### config.mk
export PLATFORM = sky130hd
export DESIGN_NAME = piano_key_encoder_flat
export DESIGN_NICKNAME = d
export VERILOG_FILES = /design/src/rtl/piano_key_encoder_if.sv /design/src/rtl/piano_key_encoder.sv /design/src/flat_wrapper.sv
export SDC_FILE = /design/constraint.sdc
export NUM_CORES = 1
export LEC_CHECK = 0
export ABC_AREA = 1
export CAP_MARGIN = 20
export CORE_MARGIN = 2
export CORE_UTILIZATION = 37
export DETAILED_ROUTE_END_ITERATION = 8
export GPL_TIMING_DRIVEN = 1
export SYNTH_ARGS = -nofsm -noshare
export SYNTH_HDL_FRONTEND = slang
export SYNTH_SLANG_ARGS = --single-unit
### constraint.sdc
create_clock -name clk -period 3.4 [get_ports clk]
set_input_delay 1.02 -clock clk [delete_from_list [all_inputs] [get_ports clk]]
set_output_delay 1.02 -clock clk [all_outputs]
set_load 0.02 [all_outputs]
### src/rtl/piano_key_encoder_if.sv
// Piano key encoder bus: raw button levels in, registered note code out.
// master = encoder side, slave = stimulus/consumer side.
interface piano_key_encoder_if #(
  parameter int NUM_KEYS = 7
);
  logic [NUM_KEYS-1:0] key_raw;
  logic                oct_up;
  logic                oct_dn;
  logic [3:0]          note;
  logic [2:0]          octave;
  logic [5:0]          fullnote;
  logic                note_valid;
  logic                note_on;

  modport master (
    input  key_raw, oct_up, oct_dn,
    output note, octave, fullnote,
    output note_valid, note_on
  );

  modport slave (
    output key_raw, oct_up, oct_dn,
    input  note, octave, fullnote,
    input  note_valid, note_on
  );
endinterface

### src/rtl/piano_key_encoder.sv
// Piano key encoder: sync + debounce buttons, priority-pick a key,
// track octave, emit registered fullnote = octave*12 + note.
// Ports: clk, rst (sync, active-high), bus (piano_key_encoder_if.master):
//   key_raw/oct_up/oct_dn in; note, octave, fullnote, note_valid, note_on out.
// Optional macro KEY_SUSTAIN_EN: hold the note SUSTAIN_CYCLES after release.
module piano_key_encoder #(
  parameter int NUM_KEYS        = 7,
  parameter int DEBOUNCE_CYCLES = 1000000,
  parameter int OCT_RESET       = 2,
  parameter int SUSTAIN_CYCLES  = 25000000
) (
  input logic                 clk,
  input logic                 rst,
  piano_key_encoder_if.master bus
);
  localparam int NI = NUM_KEYS + 2;
  localparam int CW = $clog2(DEBOUNCE_CYCLES);
  localparam logic [CW-1:0] CMAX = CW'(DEBOUNCE_CYCLES - 1);
  localparam logic [2:0] OCT_R  = 3'(OCT_RESET);
  localparam logic [5:0] FULL_R = 6'(OCT_RESET * 12);

`ifdef KEY_SUSTAIN_EN
  localparam int SW = $clog2(SUSTAIN_CYCLES + 1);
  localparam logic [SW-1:0] SMAX = SW'(SUSTAIN_CYCLES - 1);
  typedef enum logic [1:0] {IDLE, PLAY, SUSTAIN} state_t;
  logic [SW-1:0] sus_cnt;
`else
  typedef enum logic [0:0] {IDLE, PLAY} state_t;
`endif

  state_t state;

  logic [NI-1:0] raw;
  logic [NI-1:0] s1;
  logic [NI-1:0] s2;
  logic [NI-1:0] stab;

  assign raw = {bus.oct_dn, bus.oct_up, bus.key_raw};

  always_ff @(posedge clk) begin
    if (rst) begin
      s1 <= '0;
      s2 <= '0;
    end else begin
      s1 <= raw;
      s2 <= s1;
    end
  end

  for (genvar i = 0; i < NI; i++) begin : g_db
    logic [CW-1:0] cnt;
    logic          st;
    always_ff @(posedge clk) begin
      if (rst) begin
        cnt <= '0;
        st  <= 1'b0;
      end else if (s2[i] == st) begin
        cnt <= '0;
      end else if (cnt == CMAX) begin
        st  <= s2[i];
        cnt <= '0;
      end else begin
        cnt <= cnt + 1'b1;
      end
    end
    assign stab[i] = st;
  end

  logic [NUM_KEYS-1:0] keys;
  logic                any_key;
  logic                up_st;
  logic                dn_st;
  logic                up_q;
  logic                dn_q;
  logic                up_r;
  logic                dn_r;
  logic [3:0]          sel;

  assign keys    = stab[NUM_KEYS-1:0];
  assign up_st   = stab[NUM_KEYS];
  assign dn_st   = stab[NUM_KEYS+1];
  assign any_key = |keys;
  assign up_r    = up_st & ~up_q;
  assign dn_r    = dn_st & ~dn_q;

  // Walk high-to-low so the lowest pressed index wins.
  always_comb begin
    sel = 4'd0;
    for (int i = NUM_KEYS - 1; i >= 0; i--)
      if (keys[i]) sel = 4'(i);
  end

  logic [3:0] note_q;
  logic [2:0] oct_q;
  logic [5:0] full_q;
  logic       valid_q;
  logic       on_q;
  logic [3:0] nxt_note;
  logic [2:0] nxt_oct;
  logic [5:0] nxt_full;

  always_comb begin
    nxt_note = any_key ? sel : note_q;
    nxt_oct  = oct_q;
    unique case (1'b1)
      up_r & ~dn_r & (oct_q != 3'd4): nxt_oct = oct_q + 3'd1;
      dn_r & ~up_r & (oct_q != 3'd0): nxt_oct = oct_q - 3'd1;
      default: ;
    endcase
    // Built from next-state values so it lines up with note/octave.
    nxt_full = 6'(nxt_oct) * 6'd12 + 6'(nxt_note);
  end

  always_ff @(posedge clk) begin
    if (rst) begin
      state   <= IDLE;
      note_q  <= '0;
      oct_q   <= OCT_R;
      full_q  <= FULL_R;
      valid_q <= 1'b0;
      on_q    <= 1'b0;
      up_q    <= 1'b0;
      dn_q    <= 1'b0;
`ifdef KEY_SUSTAIN_EN
      sus_cnt <= '0;
`endif
    end else begin
      note_q <= nxt_note;
      oct_q  <= nxt_oct;
      full_q <= nxt_full;
      up_q   <= up_st;
      dn_q   <= dn_st;
      on_q   <= 1'b0;
      case (state)
        IDLE: begin
          if (any_key) begin
            state   <= PLAY;
            valid_q <= 1'b1;
            on_q    <= 1'b1;
          end
        end
        PLAY: begin
          if (!any_key) begin
`ifdef KEY_SUSTAIN_EN
            state   <= SUSTAIN;
            sus_cnt <= SMAX;
`else
            state   <= IDLE;
            valid_q <= 1'b0;
`endif
          end else begin
            on_q <= (nxt_note != note_q);
          end
        end
`ifdef KEY_SUSTAIN_EN
        SUSTAIN: begin
          if (any_key) begin
            state <= PLAY;
            on_q  <= (nxt_note != note_q);
          end else if (sus_cnt == '0) begin
            state   <= IDLE;
            valid_q <= 1'b0;
          end else begin
            sus_cnt <= sus_cnt - 1'b1;
          end
        end
        default: state <= IDLE;
`endif
      endcase
    end
  end

  assign bus.note       = note_q;
  assign bus.octave     = oct_q;
  assign bus.fullnote   = full_q;
  assign bus.note_valid = valid_q;
  assign bus.note_on    = on_q;
endmodule

### src/flat_wrapper.sv
// flat-port wrapper written by rule: the top's interface ports become plain ports
module piano_key_encoder_flat 
#(
  parameter int NUM_KEYS        = 7,
  parameter int DEBOUNCE_CYCLES = 1000000,
  parameter int OCT_RESET       = 2,
  parameter int SUSTAIN_CYCLES  = 25000000
)
  (clk, rst, bus_key_raw, bus_oct_up, bus_oct_dn, bus_note, bus_octave, bus_fullnote, bus_note_valid, bus_note_on);
  piano_key_encoder_if #(.NUM_KEYS(NUM_KEYS)) bus_i ();
  input logic clk;
  input logic rst;
  input wire logic [$bits(bus_i.key_raw)-1:0] bus_key_raw;
  input wire logic [$bits(bus_i.oct_up)-1:0] bus_oct_up;
  input wire logic [$bits(bus_i.oct_dn)-1:0] bus_oct_dn;
  output wire logic [$bits(bus_i.note)-1:0] bus_note;
  output wire logic [$bits(bus_i.octave)-1:0] bus_octave;
  output wire logic [$bits(bus_i.fullnote)-1:0] bus_fullnote;
  output wire logic [$bits(bus_i.note_valid)-1:0] bus_note_valid;
  output wire logic [$bits(bus_i.note_on)-1:0] bus_note_on;
  assign bus_i.key_raw = bus_key_raw;
  assign bus_i.oct_up = bus_oct_up;
  assign bus_i.oct_dn = bus_oct_dn;
  assign bus_note = bus_i.note;
  assign bus_octave = bus_i.octave;
  assign bus_fullnote = bus_i.fullnote;
  assign bus_note_valid = bus_i.note_valid;
  assign bus_note_on = bus_i.note_on;
  piano_key_encoder #(.NUM_KEYS(NUM_KEYS), .DEBOUNCE_CYCLES(DEBOUNCE_CYCLES), .OCT_RESET(OCT_RESET), .SUSTAIN_CYCLES(SUSTAIN_CYCLES)) u_core (.clk(clk), .rst(rst), .bus(bus_i));
endmodule
# Word-level counts from Yosys, hierarchy flattened
# Cells that the tools add are included.
# op_classes
n_addsub,12
multipliers,1
div,0
order_cmp,0
eq_ne,22
shifts,0
mux,15
bitwise,20
n_reduce_logical,21
# op_table
cell,count
adder 20 x 1 -> 20 bit (second input constant),9
equality test 20 bit (second input constant),9
OR reduction 3 bit,9
two-way mux 3 bit,7
AND reduction 2 bit,10
inverter 1 bit,14
equality test 1 bit,9
OR reduction 7 bit,1
adder 6 x 4 -> 6 bit,1
AND 1 bit,6
one-hot mux 3 bit (2 select lines),1
multiplier 3 x 2 -> 4 bit (second input constant),1
two-way mux 1 bit,4
two-way mux 4 bit,1
inequality test 4 bit,1
one-hot mux 1 bit (2 select lines),2
adder 3 x 1 -> 3 bit (second input constant),1
inequality test 3 bit (second input constant),1
nonzero test 3 bit,1
subtractor 3 x 1 -> 3 bit (second input constant),1
inequality test 2 x 1 -> 1 bit (second input constant),1
inequality test 2 bit (second input constant),1
# totals
ff_bits,225
latch_bits,0
ramBits,0
romBits,0
out_inout_bits,15
elab_cells,119
mem_count,0

# Longest topological paths before layout
# Gate-level depths: netlist (run 1).
# logic_depth
depth_word,11
ltp_mapped,19

# Least setup slack after synthesis (run 1)
# Ideal clock, no wire load.
# synth_path
path_kind,flip-flop to flip-flop
startpoint,register u_core.oct_q[1] (netlist: u_core.bus.octave[1])
endpoint,register u_core.full_q[5] (netlist: u_core.bus.fullnote[5])
arrival_time_ns,2.613
required_time_ns,3.285
path_slack_ns,0.672
path_stages_with_launch,18
n_path_buf,0
period_less_slack_ns,2.728
cell_sequence,dfxtp_1 > inv_1 > nand3_1 > nand2_1 > xor2_1 > ha_1 > inv_1 > nand2_1 > o21ai_0 > inv_1 > ha_1 > inv_1 > fa_1 > o21bai_1 > xor2_1 > nand3_1 > nand2_1 > nor2_1
# synth_between
elab_chain_cells,5
word_cells_on_any_way,9
# synth_rtl
element,line,rtl
"start, declared",piano_key_encoder.sv:94,logic [2:0] oct_q;
"start signal, assigned",piano_key_encoder.sv:129,oct_q <= nxt_oct;
"parallel branches: the longest is 2 deep, another holds subtractor 3 x 1 -> 3 bit",n/a,
one-hot mux 3 bit (2 select lines) (*),piano_key_encoder.sv:105,unique case (1'b1)
via u_core.nxt_oct[1],piano_key_encoder.sv:99,logic [2:0] nxt_oct;
multiplier 3 x 2 -> 4 bit (*),piano_key_encoder.sv:111,nxt_full = 6'(nxt_oct) * 6'd12 + 6'(nxt_note);
adder 6 x 4 -> 6 bit (*),piano_key_encoder.sv:111,
"end signal, assigned",piano_key_encoder.sv:130,full_q <= nxt_full;
"end, declared",piano_key_encoder.sv:95,logic [5:0] full_q;
# Mark *: on every way through the listed nets, which the timed path passes.
# A chain may end at the register's enable or synchronous reset.

# Worst setup path after layout (run 1)
# layout_path
startpoint,register u_core.g_db[7].st
endpoint,register u_core.full_q[5] (netlist: u_core.bus.fullnote[5])
# layout_between
elab_chain_cells,7
word_cells_on_any_way,9
# layout_rtl
element,line,rtl
"start, declared",piano_key_encoder.sv:52,logic st;
"start signal, assigned",piano_key_encoder.sv:60,st <= s2[i];
AND 1 bit (*),piano_key_encoder.sv:83,assign up_r = up_st & ~up_q;
inverter 1 bit,piano_key_encoder.sv:107,dn_r & ~up_r & (oct_q != 3'd0): nxt_oct = oct_q - 3'd1;
AND 1 bit (2 in series),piano_key_encoder.sv:107,
one-hot mux 3 bit (2 select lines) (*),piano_key_encoder.sv:105,
via u_core.nxt_oct[1],piano_key_encoder.sv:99,
multiplier 3 x 2 -> 4 bit (*),piano_key_encoder.sv:111,
adder 6 x 4 -> 6 bit (*),piano_key_encoder.sv:111,
# Mark *: on every way through the listed nets, which the timed path passes. The rest lies on a longest branch.

==> results of run 1 <==
state kept, by name, indices dropped and copies added (netlist names), 3 cells and up:
name / count
u_core.bus.octave: 3
u_core.bus.fullnote: 4
u_core.g_db.cnt: 180
u_core.s2: 9
u_core.s1: 9
u_core.g_db.st: 8
u_core.bus.note: 4
layout make-up:
| class | instances | area [um^2] | share of cell area |
|---|---|---|---|
| Clock buffer | 36 | 749.5 | 0.06152 |
| Clock inverter | 11 | 135.1 | 0.01109 |
| Inverter | 194 | 728.2 | 0.05977 |
| Multi-Input combinational cell | 1082 | 5360 | 0.4400 |
| Sequential cell | 223 | 4464 | 0.3664 |
| Tap cell | 384 | 480.5 | 0.03944 |
| Timing Repair Buffer | 27 | 265.3 | 0.02177 |
metal layers:
layer | wire length (um) | share of wire
met5 | 0 | 0
met4 | 521 | 0.024
met3 | 860 | 0.039
met2 | 9764 | 0.45
met1 | 10630 | 0.49
power by group:
group          internal, mW  switching [mW]
clock network          1.76            1.08
logic                0.0206          0.0387
registers              2.63         0.00808
total                  4.41            1.13
path summary, 6_finish.rpt:
path	startpoint	endpoint	slack (ns)	depth (start not counted)
max reg2reg	u_core.g_db[7].st	u_core.bus.fullnote[5]	0.53	19
min	u_core.s1[3]	u_core.s2[3]	0.40	2
max	u_core.g_db[7].st	u_core.bus.fullnote[5]	0.53	19
min reg2reg	u_core.s1[3]	u_core.s2[3]	0.40	2
cell usage after synthesis, types with 2 or more instances:
cell,count,area (um^2)
nor3_2,9,90.09
inv_2,3,11.26
a31oi_1,3,18.77
or2_0,3,18.77
buf_2,7,35.03
nor3b_1,3,22.52
nand4_1,57,356.6
nor2_2,3,18.77
nor4_1,6,37.54
nor3_1,69,345.3
buf_6,4,45.04
xor2_1,57,499.2
nand2_1,308,1156
or2_2,10,62.56
nand3_1,68,340.3
a21oi_1,72,360.4
inv_1,191,716.9
ha_1,13,162.7
xnor2_1,18,157.7
nor2_1,312,1171
o21ai_0,26,130.1
fa_1,2,40.04
buf_4,8,60.06
a21oi_2,3,26.28
nand2_2,2,12.51
nand3_2,8,80.08
nand2_4,2,22.52
nor2_4,2,22.52
nand3b_1,20,150.1
clkbuf_1,3,11.26
dfxtp_1,223,4464
tightest hold or removal path, cell delays in order, from the launching register on:
cell	delay (ns)
dfxtp_1	0.29
inv_1	0.04
nor2_1	0.03
cells by family (layout without fill, tap and decap cells):
logic type,count (synthesis),in the layout
compound gates,106,106
xor+xnor,75,75
fa+ha+maj,15,15
buf+inv,217,268
flops,223,223
simple gates,886,886
==> flow_metrics.py, run 1 <==
metrics = {
    "outcome": {
        "status": "completed",
    },
    "sta": {
        "tns_ns": 0,
        "worst_slack_ns": 0.5343,
        "fin_worst_skew_ns": 0.008380,
        "min_period_ns": 2.866,
        "finalSetupViolations": 0,
        "hold_viol_final": 0,
        "slew_viol_final": 0,
        "hold_ws_ns": 0.4013,
        "fin_crit_sh": 0.8429,
        "worst_pin_slew_ns": 0.6832,
        "rsz0062_at_grt": "no",
        "fmax_mhz": 349.0,
        "relSlewSlack": 0.5434,
    },
    "finish": {
        "mostFrequentLayoutCell": "nor2_1",
        "fill_cells": 2943,
        "antennaDiodeCount": 0,
        "drive_above_1_share": 0.05658,
        "utilization": 0.4256,
        "syn2layout_area_growth_pct": 13.78,
        "layout_common_cells": "nor2_1 (312), nand2_1 (308), dfxtp_1 (223)",
        "instances_no_fill": 1957,
        "finalNetCount": 1581,
        "fin_area_um2": 12180,
    },
    "place": {
        "io_buffers": 25,
        "place_congestion": 0.8739,
        "place_ws_ns": 0.5081,
        "placed_area_um2": 11300,
        "dp_hpwl_mm": 15.67,
        "dp_cells": 1910,
    },
    "logic_synthesis": {
        "ys.flop_type": "dfxtp_1",
        "synth-async-reset-ratio": 0,
        "synth_cell_types": 38,
        "synth.yosys.seq_area_share": 0.4169,
        "synth_area_um2": 10710,
        "ys_warn_count": 0,
        "synth_xor_area_frac": 0.06135,
        "synth_seq_cells": 223,
        "synth_compound_area_frac": 0.05223,
        "synth_edf_count": 0,
        "syn_inst": 1522,
        "synth_fa_ha_area_frac": 0.01893,
        "muxShareOfSynthArea": 0,
        "avgSynthCellArea_um2": 7.035,
        "syn_nets": 1548,
        "synth_top_family_by_area": "simple AND/OR/NAND/NOR gates",
        "synth-simple-area-share": 0.3681,
    },
    "floorplan": {
        "io_pins": 26,
        "start_util": 0.3741,
        "core_um2": 28630,
        "rows": 62,
        "dieWidth_um": 174.1,
        "die_area_um2": 30320,
        "chipHeight_um": 174.1,
    },
    "critical_path": {
        "required_ns": 3.81,
        "crit_type": "reg2reg",
        "crit_slowest_cell": "dfxtp_1",
        "cp-end-kind": "flip-flop",
        "startpoint_type": "flip-flop",
        "crit_chain": "inv_1, nor2_1, nor2_1, nand2_1, xor2_1, ha_1, inv_1, nand2_1, o21ai_0, inv_1, ha_1, ha_1, nand2_1, inv_1, o21bai_1, xor2_1, nand3_1, nand2_1, nor2_1",
        "critPathTopFamily": "adder cells",
        "cp.arrival_ns": 3.28,
        "critical_path_buf_inv_count": 4,
        "critPathMaxStageDelay_ns": 0.34,
        "path_max_fanout": 3,
    },
    "clocking": {
        "cts_buffers": 27,
        "root_buffer": "clkbuf_16",
        "cts_tree": "yes",
        "worst_setup_hold_path_clk_slew_ns": 0.06,
        "ctsResizeCount": 0,
        "cts_setup_buffers": 0,
        "cts.sinks": 223,
        "insertion_delay_ns": 0.52,
        "cts_max_path_buffers": 3,
        "htree_levels": 1,
        "hold_buffers": 0,
    },
    "detailed_routing": {
        "drt_first_pass_iters": 5,
        "wl_per_cell_um": 11.13,
        "via_count": 9165,
        "postRouteAntennaNets": 0,
        "finalWirelength_mm": 21.77,
        "drt-initial-drc-count": 523,
        "vias_per_cell": 4.683,
        "drc": 0,
    },
    "global_route": {
        "grt_pass1_vias": 8637,
        "grt-busiest-layer": "met2",
        "antenna_found_initial": 0,
        "grt_use_total": 0.1445,
        "grt_max_degree": 30,
        "met2_usage": 0.2460,
        "grt_first_pass_wirelength_mm": 38.02,
        "grt_overflow": 0,
        "met1_usage": 0.1872,
        "met3_usage": 0.02668,
    },
    "pwr": {
        "leakage_nw": 4.021,
        "ir_drop_mv": 0.3841,
        "power_density_nw_per_um2": 454.7,
        "total_power_mw": 5.540,
    },
    "run": {
        "cap_violations": 0,
    },
    "hold_path": {
        "hold_class": "reg2reg",
    },
}
No activity file was read; power rests on OpenSTA's default activity.
==> run 2, diff against run 1 <==
==> constraint.sdc (replaced) <==
create_clock -name clk -period 2.8 [get_ports clk]
set_input_delay 0.84 -clock clk [delete_from_list [all_inputs] [get_ports clk]]
set_output_delay 0.84 -clock clk [all_outputs]
set_load 0.02 [all_outputs]
==> run 2 against run 1 <==
  * Via count shrank 0.35%
  * Register-to-register slack worse by 0.36 ns
  * Sequential share of layout area hardly changed
  * Critical path depth fell by 1
  * Wire length is 0.27% higher
  * Critical path type unchanged
==> flow_metrics.py, run 2 (synthesis results as in run 1) <==
metrics = {
    "outcome": {
        "status": "completed",
    },
    "sta": {
        "fmax_mhz": 381.4,
        "slew_viol_final": 0,
        "relSlewSlack": 0.5784,
        "fin_crit_sh": 0.9364,
        "hold_viol_final": 0,
        "worst_pin_slew_ns": 0.6301,
        "min_period_ns": 2.622,
        "tns_ns": 0,
        "fin_worst_skew_ns": 0.01212,
        "finalSetupViolations": 0,
        "hold_ws_ns": 0.3976,
        "rsz0062_at_grt": "yes",
    },
    "pwr": {
        "p_sw_mw": 1.316,
        "swShare": 0.2045,
        "leakage_nw": 4.021,
        "p_clk_frac": 0.491,
        "ir_drop_mv": 0.4016,
        "power_density_nw_per_um2": 526.9,
        "pwr-share-comb": 0.012,
        "p_int_mw": 5.117,
        "power_frac_seq": 0.497,
    },
    "clocking": {
        "htree_levels": 1,
        "insertion_delay_ns": 0.52,
        "worst_setup_hold_path_clk_slew_ns": 0.06,
        "cts.sinks": 223,
        "hold_buffers": 0,
        "cts_tree": "yes",
        "cts_buffers": 25,
        "root_buffer": "clkbuf_16",
        "cts_max_path_buffers": 3,
    },
    "detailed_routing": {
        "vias_per_cell": 4.653,
        "postRouteAntennaNets": 0,
        "drt_first_pass_iters": 5,
        "drc": 0,
        "wl_per_cell_um": 11.12,
        "finalWirelength_mm": 21.83,
        "drt-initial-drc-count": 427,
        "via_count": 9133,
    },
    "run": {
        "cap_violations": 0,
    },
    "place": {
        "io_buffers": 25,
        "place_congestion": 0.8617,
        "dp_hpwl_mm": 15.77,
    },
    "finish": {
        "finalNetCount": 1589,
        "antennaDiodeCount": 0,
        "drive_above_1_share": 0.06650,
        "layout_common_cells": "nor2_1 (310), nand2_1 (307), dfxtp_1 (220)",
        "top_regs": "u_core.g_db.cnt (180), u_core.s1 (9), u_core.s2 (9)",
        "mostFrequentLayoutCell": "nor2_1",
        "syn2layout_area_growth_pct": 14.02,
        "largest_reg_flops": 180,
        "largest-register": "u_core.g_db.cnt",
    },
    "global_route": {
        "grt_first_pass_wirelength_mm": 37.79,
        "antenna_found_initial": 0,
        "grt_pass1_vias": 8465,
        "grt_overflow": 0,
        "grt_max_degree": 30,
        "grt_use_total": 0.1436,
    },
    "floorplan": {
        "io_pins": 26,
        "dieWidth_um": 174.1,
        "core_um2": 28630,
        "chipHeight_um": 174.1,
        "die_area_um2": 30320,
        "rows": 62,
        "start_util": 0.3741,
    },
    "critical_path": {
        "path_max_fanout": 3,
        "cp-end-kind": "flip-flop",
        "startpoint": "u_core.g_db[7].st",
        "crit_type": "reg2reg",
        "startpoint_type": "flip-flop",
        "cp.arrival_ns": 3.04,
        "required_ns": 3.22,
        "reg2reg_from": "u_core.g_db[7].st",
    },
    "hold_path": {
        "hp-start": "u_core.s1[1]",
        "hold_class": "reg2reg",
    },
}
-- run 2: changes by cell type in the layout (fill, tap and decap cells not counted), moves of 3 or more --
cell      previous run  this run
buf_4                2        12
clkbuf_1             5         8
clkinv_2             6         3
dfxtp_1            223       220
dfxtp_2              0         3
-- run 2: per-stage QoR --
step | std cells | utilization | instance area, um^2 | power, mW | setup slack (ns)
6_report | 1963 | 0.4265 | 12210 | 6.433 | 0.1782
5_1_grt | 1963 | 0.4265 | 12210 | 6.691 | -0.03764
4_1_cts | 1960 | 0.4240 | 12140 | 6.546 | 0.08017
3_5_place_dp | 1917 | 0.3965 | 11350 | 3.348 | 0.09376
3_3_place_gp | 1917 | 0.3965 | 11350 | 3.347 | 0.1254
2_1_floorplan | 1522 | - | 10710 | 3.316 | 0.07212
-- run 2: power groups by stage --
stage          Combinational (mW)  Clock (mW)  Sequential (mW)
4_1_cts                    0.0783        3.27             3.20
5_1_grt                    0.0862        3.41             3.20
3_3_place_gp               0.0777           0             3.27
3_5_place_dp               0.0780           0             3.27
6_report                   0.0755        3.16             3.20
2_1_floorplan              0.0500           0             3.27
-- run 2: worst max-delay path, stage by stage, from the launching register on --
cell,delay (ns)
dfxtp_2,0.33
inv_2,0.08
nor2_4,0.05
nor2_2,0.11
nand2_2,0.08
xor2_2,0.14
ha_1,0.27
inv_1,0.04
nand2_1,0.07
o21ai_2,0.06
inv_1,0.05
ha_2,0.16
inv_2,0.04
fa_1,0.50
o21bai_4,0.20
xor2_2,0.17
nand3_1,0.08
nand2_1,0.06
nor2_1,0.04
-- run 2: timing repair --
item                       in CTS  in global routing
hold endpoints to repair        0                  0
gates resized for setup         0                 15
buffers inserted                0                  3
setup endpoints to repair       0                  2
-- run 2: metal layers --
layer | track usage | vias up | share of wire
li1 | - | 4921 | -
met1 | 0.1893 | 4083 | 0.49
met2 | 0.2414 | 94 | 0.45
met3 | 0.02581 | 35 | 0.038
met4 | 0.03992 | 0 | 0.026
met5 | 0 | - | 0
-- run 2: area by class of cell --
| cell class | instances | area, um^2 |
|---|---|---|
| Clock inverter | 7 | 90.09 |
| Sequential cell | 223 | 4468 |
| Fill cell | 2913 | 16420 |
| Clock buffer | 36 | 696.9 |
| Multi-Input combinational cell | 1082 | 5405 |
| Tap cell | 384 | 480.5 |
| Timing Repair Buffer | 37 | 340.3 |
| Inverter | 194 | 728.2 |
-- run 2: worst paths after layout --
check / to / slack (ns) / cells past startpoint
setup / recovery: u_core.bus.fullnote[5] / 0.18 / 18
hold / removal: u_core.s2[1] / 0.40 / 2
setup reg to reg: u_core.bus.fullnote[5] / 0.18 / 18
hold reg to reg: u_core.s2[1] / 0.40 / 2
